File: config.mk
export PLATFORM = sky130hd
export DESIGN_NAME = bus_fetch_seq
export DESIGN_NICKNAME = d
export VERILOG_FILES = /design/src/rtl/busctl_pkg.sv /design/src/rtl/fetch_wait_cnt.sv /design/src/rtl/bus_fetch_seq.sv
export SDC_FILE = /design/constraint.sdc
export NUM_CORES = 1
export LEC_CHECK = 0
export CELL_PAD_IN_SITES_DETAIL_PLACEMENT = 0
export CELL_PAD_IN_SITES_GLOBAL_PLACEMENT = 1
export CORE_AREA = 5 5 42 44
export DETAILED_ROUTE_END_ITERATION = 7
export DIE_AREA = 0 0 47 49
export PLACE_DENSITY = 0.65
export SYNTH_ARGS = -nofsm -noshare
export SYNTH_HDL_FRONTEND = slang
export SYNTH_HIERARCHICAL = 1
export SYNTH_SLANG_ARGS = --single-unit
File: constraint.sdc
create_clock -name clk -period 1.05 [get_ports clk]
set_input_delay 0.21 -clock clk [delete_from_list [all_inputs] [get_ports clk]]
set_output_delay 0.21 -clock clk [all_outputs]
set_load 0.005 [all_outputs]
File: src/rtl/busctl_pkg.sv
// Shared system-bus control definitions: bus source selects, fetch state encoding, bus width.
package busctl_pkg;

  localparam int BUS_W = 38;

  localparam logic [3:0] SEL_PC   = 4'd0;
  localparam logic [3:0] SEL_DR   = 4'd1;
  localparam logic [3:0] SEL_AR   = 4'd2;
  localparam logic [3:0] SEL_AC   = 4'd3;
  localparam logic [3:0] SEL_MEM  = 4'd4;
  localparam logic [3:0] SEL_TR   = 4'd5;
  localparam logic [3:0] SEL_ROP1 = 4'd6;
  localparam logic [3:0] SEL_ROP2 = 4'd7;
  localparam logic [3:0] SEL_GPR1 = 4'd8;
  localparam logic [3:0] SEL_NONE = 4'd9;

  typedef enum logic [2:0] {
    IDLE = 3'd0,
    T0   = 3'd1,
    T1   = 3'd2,
    T2   = 3'd3,
    DONE = 3'd4,
    ERR  = 3'd5
  } fetch_state_e;

endpackage

File: src/rtl/fetch_wait_cnt.sv
// Memory wait-state counter for the fetch sequencer; term flags count == WAIT_MAX.
module fetch_wait_cnt #(
  parameter int WAIT_MAX = 15,
  parameter int CNT_W    = 4
) (
  input  logic             clk,
  input  logic             rst,
  input  logic             clr,
  input  logic             en,
  output logic [CNT_W-1:0] count,
  output logic             term
);

  always_ff @(posedge clk) begin
    if (rst || clr) count <= '0;
    else if (en)    count <= count + 1'b1;
  end

  assign term = (count == CNT_W'(WAIT_MAX));

endmodule

File: src/rtl/bus_fetch_seq.sv
// Instruction fetch sequencer: PC->AR, MEM->DR (with wait states), DR->IR.
// Optional timeout to ERR enabled by macro FETCH_TIMEOUT_EN.
module bus_fetch_seq
  import busctl_pkg::*;
#(
  parameter int WAIT_MAX = 15,
  parameter int CNT_W    = 4
) (
  input  logic       clk,
  input  logic       rst,
  input  logic       start,
  input  logic       flush,
  input  logic       mem_ready,
  output logic [3:0] sel,
  output logic       ld_ar,
  output logic       ld_dr,
  output logic       ld_ir,
  output logic       inc_pc,
  output logic       mem_rd,
  output logic       busy,
  output logic       done,
  output logic       err
);

  fetch_state_e state_q, state_d;

  always_ff @(posedge clk) begin
    if (rst)        state_q <= IDLE;
    else if (flush) state_q <= IDLE;
    else            state_q <= state_d;
  end

`ifdef FETCH_TIMEOUT_EN
  logic [CNT_W-1:0] wait_cnt;
  logic             tmo;

  // Held clear outside T1 so the count always starts at zero on T1 entry.
  fetch_wait_cnt #(.WAIT_MAX(WAIT_MAX), .CNT_W(CNT_W)) u_wait (
    .clk  (clk),
    .rst  (rst),
    .clr  (state_q != T1),
    .en   ((state_q == T1) && !mem_ready),
    .count(wait_cnt),
    .term (tmo)
  );
`endif

  always_comb begin
    state_d = state_q;
    sel     = SEL_NONE;
    ld_ar   = 1'b0;
    ld_dr   = 1'b0;
    ld_ir   = 1'b0;
    inc_pc  = 1'b0;
    mem_rd  = 1'b0;
    busy    = 1'b0;
    done    = 1'b0;
    err     = 1'b0;
    case (state_q)
      IDLE: if (start) state_d = T0;
      T0: begin
        sel     = SEL_PC;
        ld_ar   = 1'b1;
        busy    = 1'b1;
        state_d = T1;
      end
      T1: begin
        sel    = SEL_MEM;
        mem_rd = 1'b1;
        busy   = 1'b1;
        if (mem_ready) begin
          // Data capture is suppressed when the cycle is being aborted.
          ld_dr   = !flush && !rst;
          inc_pc  = !flush && !rst;
          state_d = T2;
        end
`ifdef FETCH_TIMEOUT_EN
        else if (tmo) state_d = ERR;
`endif
      end
      T2: begin
        sel     = SEL_DR;
        ld_ir   = 1'b1;
        busy    = 1'b1;
        state_d = DONE;
      end
      DONE: begin
        busy    = 1'b1;
        done    = 1'b1;
        state_d = IDLE;
      end
      ERR: begin
`ifdef FETCH_TIMEOUT_EN
        busy = 1'b1;
        err  = 1'b1;
`endif
        state_d = IDLE;
      end
      default: state_d = IDLE;
    endcase
  end

endmodule

==> key figures <==
Outcome
  – Run status: complete, but fails checks
  – Failing checks: setup timing

Run
  – Max-cap violations: 0

Finish
  – Diodes inserted: 0
  – Top flop regs: state_q (3)
  – Multi-input gate area: 167.7 µm²
  – Layout cells sized above 1: 0.6939
  – Synthesis-to-finish area growth: 117.6%
  – Reg area: 71.32 µm²
  – Final cell count without fillers: 65
  – Final Instance Area: 479.2 µm²
  – Post-layout nets: 55
  – Max FFs per register: 3
  – Filler cells: between 150 and 200
  – Largest Register: state_q

Synth
  – Avg Inst Size Synth: 8.808 µm²
  – Yosys cell types: 17
  – Post-synthesis sequential area ratio: 0.2727
  – Cell area after synthesis: 220.2 µm²
  – Synth warn: 6
  – #FFs+latches synth: 3
  – Post-Syn Instances: 25

Clocking
  – Cts bufs inserted: 3
  – Max clock buf depth: 2
  – Clock sink count: 3
  – Clk_lat worst skew: 0.24 ns
  – CTS HTree Levels: 1
  – Clock Pin Slew Worst Setup and Hold Paths: 0.04 ns
  – CTS tree: yes
  – CTS root buffer: clkbuf_4

Floorplan
  – Die span in y: 49 µm
  – Die Area: approximately 0.0023 mm²
  – Die X: 47 µm
  – Initial Util: 0.1571
  – Row cnt: 14
  – Core ar.: 0.001401 mm²
  – I/O pins: 17

Power
  – PwrDens: approximately 830 mW/mm²
  – Flop pwr share: 0.290
  – Max IR drop VDD: 0.3219 mV
  – Leak: approximately 0.23 nW
  – Sw Share: 0.2431
  – Total power: 398.5 µW
  – Comb pwr share: 0.185
  – Clk pwr share: 0.525
  – Pint: 301.6 µW
  – Net switching power: between 90 and 100 µW

Route
  – Routed vias: 248
  – Post-DR wirelength/cell: 10.17 µm
  – Vias per cell: 3.815
  – First-pass iteration count of the detailed router: 1
  – Drt total wl: approximately 660 µm
  – Initial DRC count: 0
  – Detail Route Antenna Nets: 0
  – Post-route DRC: 0

Timing
  – Max Clock Skew: roughly 0.0076 ns
  – Post-layout min period: 1.296 ns
  – Setup-failing EPs final: 10
  – Part of the cycle the worst path needs: 1.234
  – Hold Vio Cnt, Final: 0
  – Max Fclk: 771.7 MHz
  – Final hold slack: 0.4598 ns
  – Slew Limit Fails: 0
  – RSZ-0062 raised after global routing: yes
  – Final setup margin: -0.2459 ns

Critical path
  – Crit Path Category: reg2out
  – CP Capture Point: inc_pc
  – Startpoint type of the worst setup path: flop
  – R2R Setup Slk: roughly 0.08 ns
  – Setup crit end kind: output port
  – Setup crit start: state_q[1]$_SDFFE_PP0P_
  – Worst R2R Path Depth: 3
  – R2r startpoint: state_q[0]$_SDFFE_PP0P_
  – R2r endpoint: state_q[0]$_SDFFE_PP0P_
  – CP max FO: 6
  – Arrival time worst endpoint: 1.09 ns
  – Req. time, crit path: 0.84 ns

Placed design
  – Post-place setup slack: -0.6139 ns
  – Port bufs: 14
  – DP Cell Count: 57
  – Detail Placement HPWL: 428.6 µm
  – RD Place Congestion: 0.6443
  – Dpl cell area: slightly above 400 µm²

Global routing
  – Vias in the first global route: around 230
  – Pin count of the biggest net entering global routing: 7
  – Grt ovf: 0
  – Initial antenna violation count: 0
  – GR Util All Layers: 0.06826
  – First-pass GRT wire length: a little over 1 mm

Hold path
  – Hold Crit Class: reg2reg
worst max-delay path, stage by stage (launching register included):
cell     delay [ns]
dfxtp_4        0.37
nor3b_4        0.19
and3_4         0.21
buf_6          0.09
area by class of cell:
cell class                      count  share of cell area
Timing Repair Buffer               24              0.4047
Multi-Input combinational cell     18              0.3499
Sequential cell                     3              0.1488
Clock buffer                        4             0.05483
Tap cell                           16             0.04178
metrics by stage:
stage               setup TNS (ns)  utilization
finish                      -2.054       0.3420
global route                -2.599       0.3420
CTS                         -2.149       0.3304
detailed placement          -4.624       0.2902
global placement            -4.698       0.2902
floorplan                 -0.05476            -
placed cells by master, fill, tap and decap left out, drive strengths merged:
cell | synthesis | routed
dfxtp | 3 | 3
and2 | 2 | 2
nor3b | 3 | 3
or2 | 1 | 1
buf | 5 | 20
nand2b | 1 | 1
nor4b | 1 | 1
and3 | 1 | 1
mux2i | 1 | 1
nor2 | 2 | 2
and3b | 2 | 2
xnor2 | 1 | 1
clkdlybuf4s50 | 0 | 4
clkbuf | 0 | 4
xor2 | 1 | 1
conb | 1 | 2
Yosys cell counts:
cell	instances	share of area
and3b_1	1	0.040
nor2_1	2	0.034
and3b_2	1	0.045
and2_1	2	0.057
mux2i_1	1	0.045
xnor2_1	1	0.040
nor3b_2	1	0.057
conb_1	1	0.017
buf_4	4	0.14
buf_2	1	0.023
xor2_1	1	0.040
nand2b_1	1	0.028
dfxtp_1	3	0.27
or2_1	1	0.028
nor4b_1	1	0.040
and3_1	1	0.028
nor3b_1	2	0.068
cell families (layout without fill, tap and decap cells):
family	after synthesis	count (layout)	share of synthesized area
muxes	1	1	0.04546
DFF	3	3	0.2727
xor gates and xnor gates	2	2	0.07956
buffers and inverters	5	28	0.1591
other	1	2	0.01703
and+or+nand+nor	13	13	0.4262
routing by layer:
| layer | global-route usage | part of all wire | wire [µm] |
|---|---|---|---|
| met3 | 0.02583 | 0.11 | 73 |
| met4 | 0.09677 | 0.044 | 29 |
| met2 | 0.07919 | 0.43 | 282 |
| met5 | 0 | 0 | 0 |
| met1 | 0.07456 | 0.42 | 275 |
power by group through the flow:
stage | logic [mW] | registers, mW | clock network [mW]
3_5_place_dp | 0.0668 | 0.125 | 0
2_1_floorplan | 0.0301 | 0.123 | 0
5_1_grt | 0.0802 | 0.116 | 0.229
4_1_cts | 0.0716 | 0.116 | 0.212
3_3_place_gp | 0.0673 | 0.125 | 0
6_report | 0.0737 | 0.116 | 0.209
how the worst min path moves through the flow:
stage / slack, ns / endpoint / from / cells after the start
final: 0.46 / state_q[0]$_SDFFE_PP0P_ / state_q[2]$_SDFFE_PP0P_ / 1
after global routing: 0.48 / state_q[0]$_SDFFE_PP0P_ / state_q[2]$_SDFFE_PP0P_ / 1
after CTS: 0.47 / state_q[0]$_SDFFE_PP0P_ / state_q[2]$_SDFFE_PP0P_ / 1
after detailed placement: 0.59 / state_q[0]$_SDFFE_PP0P_ / state_q[2]$_SDFFE_PP0P_ / 1
after global placement: 0.59 / state_q[0]$_SDFFE_PP0P_ / state_q[2]$_SDFFE_PP0P_ / 1
after floorplan: 0.43 / state_q[0]$_SDFFE_PP0P_ / start / 2
repair_timing:
action | in CTS | in global routing
buffers inserted | 3 | 1
gates resized for setup | 54 | 2
setup endpoints to repair | 10 | 10
pin swaps | 7 | 4
hold buffers | 0 | 0
Note: power is estimated with default switching activity, not from simulation.
